### src/rtl/mem_stage_access_ctrl_pkg.sv
// Shared types for the MEM-stage data-memory access controller.
// FSM state encoding and request classification.
package mem_stage_access_ctrl_pkg;

  localparam int WORD_SIZE_DEF = 16;

  typedef enum logic [1:0] {
    IDLE = 2'b00,
    BUSY = 2'b01,
    RESP = 2'b10
  } state_t;

  typedef enum logic [1:0] {
    REQ_NONE = 2'b00,
    REQ_RD   = 2'b01,
    REQ_WR   = 2'b10,
    REQ_BAD  = 2'b11
  } req_t;

  function automatic req_t classify(
    input logic rd,
    input logic wr
  );
    req_t r;
    unique case ({rd, wr})
      2'b10:   r = REQ_RD;
      2'b01:   r = REQ_WR;
      2'b11:   r = REQ_BAD;
      default: r = REQ_NONE;
    endcase
    return r;
  endfunction

endpackage

### src/rtl/mem_wait_timer.sv
// Counts BUSY cycles without an ack; saturates at the
// abandon point instead of wrapping.
module mem_wait_timer #(
  parameter int TIMEOUT = 15,
  parameter int CNT_W   = 4
) (
  input  logic clk,
  input  logic reset_n,
  input  logic clear,
  input  logic enable,
  output logic expired
);

  localparam logic [CNT_W-1:0] LAST = CNT_W'(TIMEOUT - 1);

  logic [CNT_W-1:0] cnt;

  always_ff @(posedge clk or negedge reset_n) begin
    if (!reset_n) begin
      cnt <= '0;
    end else if (clear) begin
      cnt <= '0;
    end else if (enable && (cnt != LAST)) begin
      cnt <= cnt + CNT_W'(1);
    end
  end

  assign expired = (cnt == LAST);

endmodule

### src/rtl/mem_stage_access_ctrl.sv
// MEM-stage req/ack sequencer between EX/MEM and MEM/WB.
// Stalls the front of the pipe while a data access is open.
module mem_stage_access_ctrl
  import mem_stage_access_ctrl_pkg::*;
#(
  parameter int WORD_SIZE = WORD_SIZE_DEF,
  parameter int TIMEOUT   = 15,
  parameter int CNT_W     = 4
) (
  input  logic                 clk,
  input  logic                 reset_n,
  input  logic                 mem_read_in,
  input  logic                 mem_write_in,
  input  logic [WORD_SIZE-1:0] addr_in,
  input  logic [WORD_SIZE-1:0] wdata_in,
  input  logic                 flush_in,
  output logic                 d_readM,
  output logic                 d_writeM,
  output logic [WORD_SIZE-1:0] d_address,
  output logic [WORD_SIZE-1:0] d_wdata,
  input  logic                 d_ack,
  input  logic [WORD_SIZE-1:0] d_rdata,
  output logic                 stall_out,
  output logic [WORD_SIZE-1:0] rdata_out,
  output logic                 done_out,
  output logic                 mem_err
);

  state_t state;
  req_t   req;
  logic   start;
  logic   bad;
  logic   expired;
  logic   stall_raw;

  assign req   = classify(mem_read_in, mem_write_in);
  assign start = (state == IDLE) && !flush_in &&
                 ((req == REQ_RD) || (req == REQ_WR));
  assign bad   = (state == IDLE) && !flush_in &&
                 (req == REQ_BAD);

  mem_wait_timer #(
    .TIMEOUT (TIMEOUT),
    .CNT_W   (CNT_W)
  ) u_timer (
    .clk     (clk),
    .reset_n (reset_n),
    .clear   (start),
    .enable  ((state == BUSY) && !d_ack),
    .expired (expired)
  );

  always_comb begin
    stall_raw = 1'b0;
    unique case (1'b1)
      (state == IDLE): stall_raw = start;
      (state == BUSY): stall_raw = 1'b1;
      default:         stall_raw = 1'b0;
    endcase
  end

  // Held low while in reset so the hazard unit sees a quiet stage.
  assign stall_out = stall_raw && reset_n;

  always_ff @(posedge clk or negedge reset_n) begin
    if (!reset_n) begin
      state     <= IDLE;
      d_readM   <= 1'b0;
      d_writeM  <= 1'b0;
      d_address <= '0;
      d_wdata   <= '0;
      rdata_out <= '0;
      done_out  <= 1'b0;
      mem_err   <= 1'b0;
    end else begin
      done_out <= 1'b0;
      unique case (state)
        IDLE: begin
          if (start) begin
            d_address <= addr_in;
            d_wdata   <= wdata_in;
            d_readM   <= (req == REQ_RD);
            d_writeM  <= (req == REQ_WR);
            state     <= BUSY;
          end else if (bad) begin
            mem_err  <= 1'b1;
            done_out <= 1'b1;
          end
        end
        BUSY: begin
          if (d_ack) begin
            if (d_readM) rdata_out <= d_rdata;
            d_readM  <= 1'b0;
            d_writeM <= 1'b0;
            done_out <= 1'b1;
            state    <= RESP;
          end else if (expired) begin
            d_readM   <= 1'b0;
            d_writeM  <= 1'b0;
            mem_err   <= 1'b1;
            rdata_out <= '1;
            done_out  <= 1'b1;
            state     <= RESP;
          end
        end
        RESP: state <= IDLE;
        default: state <= IDLE;
      endcase
    end
  end

endmodule

### config.mk
export PLATFORM = sky130hd
export DESIGN_NAME = mem_stage_access_ctrl
export DESIGN_NICKNAME = d
export VERILOG_FILES = /design/src/rtl/mem_stage_access_ctrl_pkg.sv /design/src/rtl/mem_wait_timer.sv /design/src/rtl/mem_stage_access_ctrl.sv
export SDC_FILE = /design/constraint.sdc
export NUM_CORES = 1
export LEC_CHECK = 0
export CAP_MARGIN = 25
export CELL_PAD_IN_SITES_DETAIL_PLACEMENT = 1
export CELL_PAD_IN_SITES_GLOBAL_PLACEMENT = 2
export CORE_MARGIN = 2
export CORE_UTILIZATION = 28
export DETAILED_ROUTE_END_ITERATION = 16
export GPL_TIMING_DRIVEN = 0
export HOLD_SLACK_MARGIN = 0.03
export PLACE_DENSITY_LB_ADDON = 0.15
export SLEW_MARGIN = 20
export SYNTH_ARGS = -nofsm -noshare
export SYNTH_HDL_FRONTEND = slang
export SYNTH_SLANG_ARGS = --single-unit
### constraint.sdc
create_clock -name clk -period 4.7 [get_ports clk]
set_input_delay 0.47 -clock clk [delete_from_list [all_inputs] [get_ports clk]]
set_output_delay 0.47 -clock clk [all_outputs]
set_load 0.05 [all_outputs]
==> impl_metrics.py <==
metrics = {
    "detailed_routing": {
        "via_per_inst": 4.76,
        "first_pass_iters": 6,
        "drtAntennaViolNets": 0,
        "drt_iter0_markers": 53,
        "wl_mm": 6.50,
        "routedWlPerCell_um": 16.1,
        "drcViolationCount": 0,
        "vias": 1926,
    },
    "logic_synthesis": {
        "syn_nets": 237,
        "synth_edf_count": 0,
        "synth_most_common_cell": "dfrtp_1",
        "synth_seq_cells": 58,
        "netlist_area_um2": 2420,
        "synth_cell_type_count": 31,
        "yosysWarnings": 0,
        "synthTopCellsByArea": "dfrtp_1, mux2_2, a2bb2oi_1, o22ai_1, ha_1",
        "synth_cells": 178,
        "synth_common_cells": "dfrtp_1, mux2_2, o22ai_1, a2bb2oi_1, inv_1",
        "yosysSeqAreaShare": 0.601,
        "synthFlopType": "dfrtp_1",
        "postSynthAreaPerCell_um2": 13.6,
        "synthArstFlopShare": 1.00,
        "yosysTopAreaCell": "dfrtp_1",
        "synth_top_area_frac": 0.601,
    },
    "worst_setup_path": {
        "cp_common_cell": "clkdlybuf4s50_1",
        "cp_top_family": "buffers and inverters",
        "crit_fanout": 10,
        "crit_chain": "clkdlybuf4s50_1 -> inv_1 -> ha_1 -> nor4_2 -> buf_4 -> buf_6 -> nor2_1 -> nor3b_1 -> clkdlybuf4s50_1",
        "slowest_delay_ns": 0.86,
        "path_class": "primary input to output port",
        "cp_num_buf_inv": 5,
        "worstPathRequired_ns": 4.23,
        "worst_ep_arrival_time_ns": 3.13,
        "cp-start-kind": "primary input",
        "critPathSlowestCell": "clkdlybuf4s50_1",
        "critPathCaptureType": "output port",
    },
    "global_routing": {
        "antenna_found_initial": 0,
        "grt.overflow.total": 0,
        "grt.busiest_layer": "met2",
        "grt_max_degree": 37,
        "use_met3": 0.0744,
        "track_usage": 0.140,
        "grt_pass1_wl_mm": 10.5,
        "grtUsageMet1": 0.170,
        "use_met2": 0.221,
        "grt_pass1_vias": 2078,
    },
    "pwr": {
        "switching_share": 0.422,
        "cellLeakagePower_uw": 0.00158,
        "combPwrFrac": 0.490,
        "power.density_nw_per_um2": 609,
        "pwr-share-seq": 0.320,
        "ir_drop_v": 0.000272,
        "p_int_uw": 1340,
        "p_clk_frac": 0.191,
        "p_switching_uw": 981,
    },
    "clocking": {
        "post-cts-setup-buffers": 0,
        "htreeDepth": 3,
        "clock_path_buffers": 2,
        "numCtsBuffers": 9,
        "path_clk_slew_ns": 0.06,
        "ctsHoldBuffers": 0,
        "insertion_delay_ns": 0.33,
        "cts.sinks": 58,
        "postCtsResizedCells": 0,
        "cts_tree": "done",
        "cts_root_buffer": "clkbuf_8",
    },
    "floorplan": {
        "dieArea_um2": 9390,
        "rows": 33,
        "coreArea_um2": 8300,
        "io_pins": 107,
        "die-width_um": 96.9,
        "start_util": 0.291,
        "die_y_um": 96.9,
    },
    "layout": {
        "diodes": 0,
        "nNetsFinal": 355,
        "area_growth_pct": 57.7,
        "utilization": 0.459,
        "drive_above_1_share": 0.190,
    },
    "timing": {
        "relSlewSlack": 0.635,
        "worstMarginPinSlew_ns": 0.545,
        "final_max_slew_viol_count": 0,
        "fin_skew_ns": 0.00683,
        "period_share": 0.765,
        "rsz0062_at_grt": "no",
        "hold_viol": 0,
        "finalSetupTns_ns": 0,
        "fmax_mhz": 278,
        "setup_viol": 0,
        "hold_ws_ns": 0.0461,
        "min_period_ns": 3.60,
    },
    "run": {
        "cap_violations": 0,
    },
    "placed_design": {
        "port_buffers": 106,
        "routabilityCongestion": 0.700,
        "hpwl_mm": 4.67,
    },
    "outcome": {
        "status": "finished clean",
    },
    "hold_path": {
        "hold_path.class": "primary input to async pin",
    },
}
[sequential cells by signal, indices dropped and copies added, names as in the netlist]
| name | flops |
|---|---|
| d_address | 16 |
| d_wdata | 16 |
| rdata_out | 16 |
| u_timer.cnt | 4 |
| state | 2 |
| d_readM | 1 |
| d_writeM | 1 |
| done_out | 1 |
| mem_err | 1 |
[worst paths after layout]
check	depth (start not counted)	end	from	slack, ns
worst max-delay path	9	stall_out	mem_read_in	1.10
min in group clk	2	mem_err$_DFFE_PN0P_	mem_err$_DFFE_PN0P_	0.49
worst min-delay path	1	u_timer.cnt[2]$_DFFE_PN0P_	reset_n	0.05
worst max register to register	4	d_wdata[14]$_DFFE_PN0P_	state[1]$_DFFE_PN0P_	2.96
worst min register to register	2	mem_err$_DFFE_PN0P_	mem_err$_DFFE_PN0P_	0.49
max in group asynchronous	2	d_wdata[11]$_DFFE_PN0P_	reset_n	4.16
[cell usage in the layout, fill, tap and decap left out, types with 3 or more instances in the layout]
| cell type | synthesis | layout |
|---|---|---|
| inv_1 | 6 | 6 |
| o21ai_0 | 4 | 4 |
| a21oi_1 | 3 | 3 |
| clkdlybuf4s50_1 | 0 | 105 |
| o22ai_1 | 17 | 17 |
| buf_2 | 5 | 5 |
| a2bb2oi_1 | 16 | 16 |
| mux2_2 | 32 | 32 |
| buf_4 | 2 | 3 |
| clkbuf_1 | 5 | 7 |
| ha_1 | 5 | 5 |
| dfrtp_1 | 58 | 58 |
| clkbuf_8 | 0 | 10 |
[stage by stage]
step           worst slack, ns  power [µW]  instance area, µm²  std cells
5_1_grt                  0.953        2440                3810        405
3_3_place_gp           -0.0334        1880                3610        389
4_1_cts                   1.04        2360                3810        405
6_report                  1.10        2320                3810        405
2_1_floorplan             1.70        1480                2420        178
3_5_place_dp              1.05        1900                3630        390
[area by class of cell]
cell class / count / area, µm²
Tap cell: 105 / 131
Inverter: 6 / 22.5
Sequential cell: 58 / 1450
Buffer: 14 / 75.1
Timing Repair Buffer: 107 / 1080
Clock buffer: 12 / 145
Multi-Input combinational cell: 100 / 867
Clock inverter: 3 / 40.0
Fill cell: 873 / 4490
[cells by family after synthesis]
kind of cell | count (synthesis) | share of synthesized area
simple gates | 15 | 0.0404
compound gates | 47 | 0.139
mux | 33 | 0.153
flops | 58 | 0.601
fa+ha+maj | 5 | 0.0259
buf+inv | 20 | 0.0404
[routing by layer]
metal	up-vias	part of all wire
met3	6	0.088
met1	964	0.43
met2	63	0.47
li1	893	-
met5	-	0
met4	0	0.0078
[power groups by stage]
| stage | Sequential (µW) | Clock [µW] | Combinational (µW) |
|---|---|---|---|
| after global placement | 744 | 0 | 1140 |
| after floorplan | 1240 | 0 | 236 |
| after global routing | 766 | 486 | 1190 |
| final | 743 | 443 | 1140 |
| after CTS | 745 | 465 | 1150 |
| after detailed placement | 750 | 0 | 1150 |
Note: power is estimated with default switching activity, not from simulation.
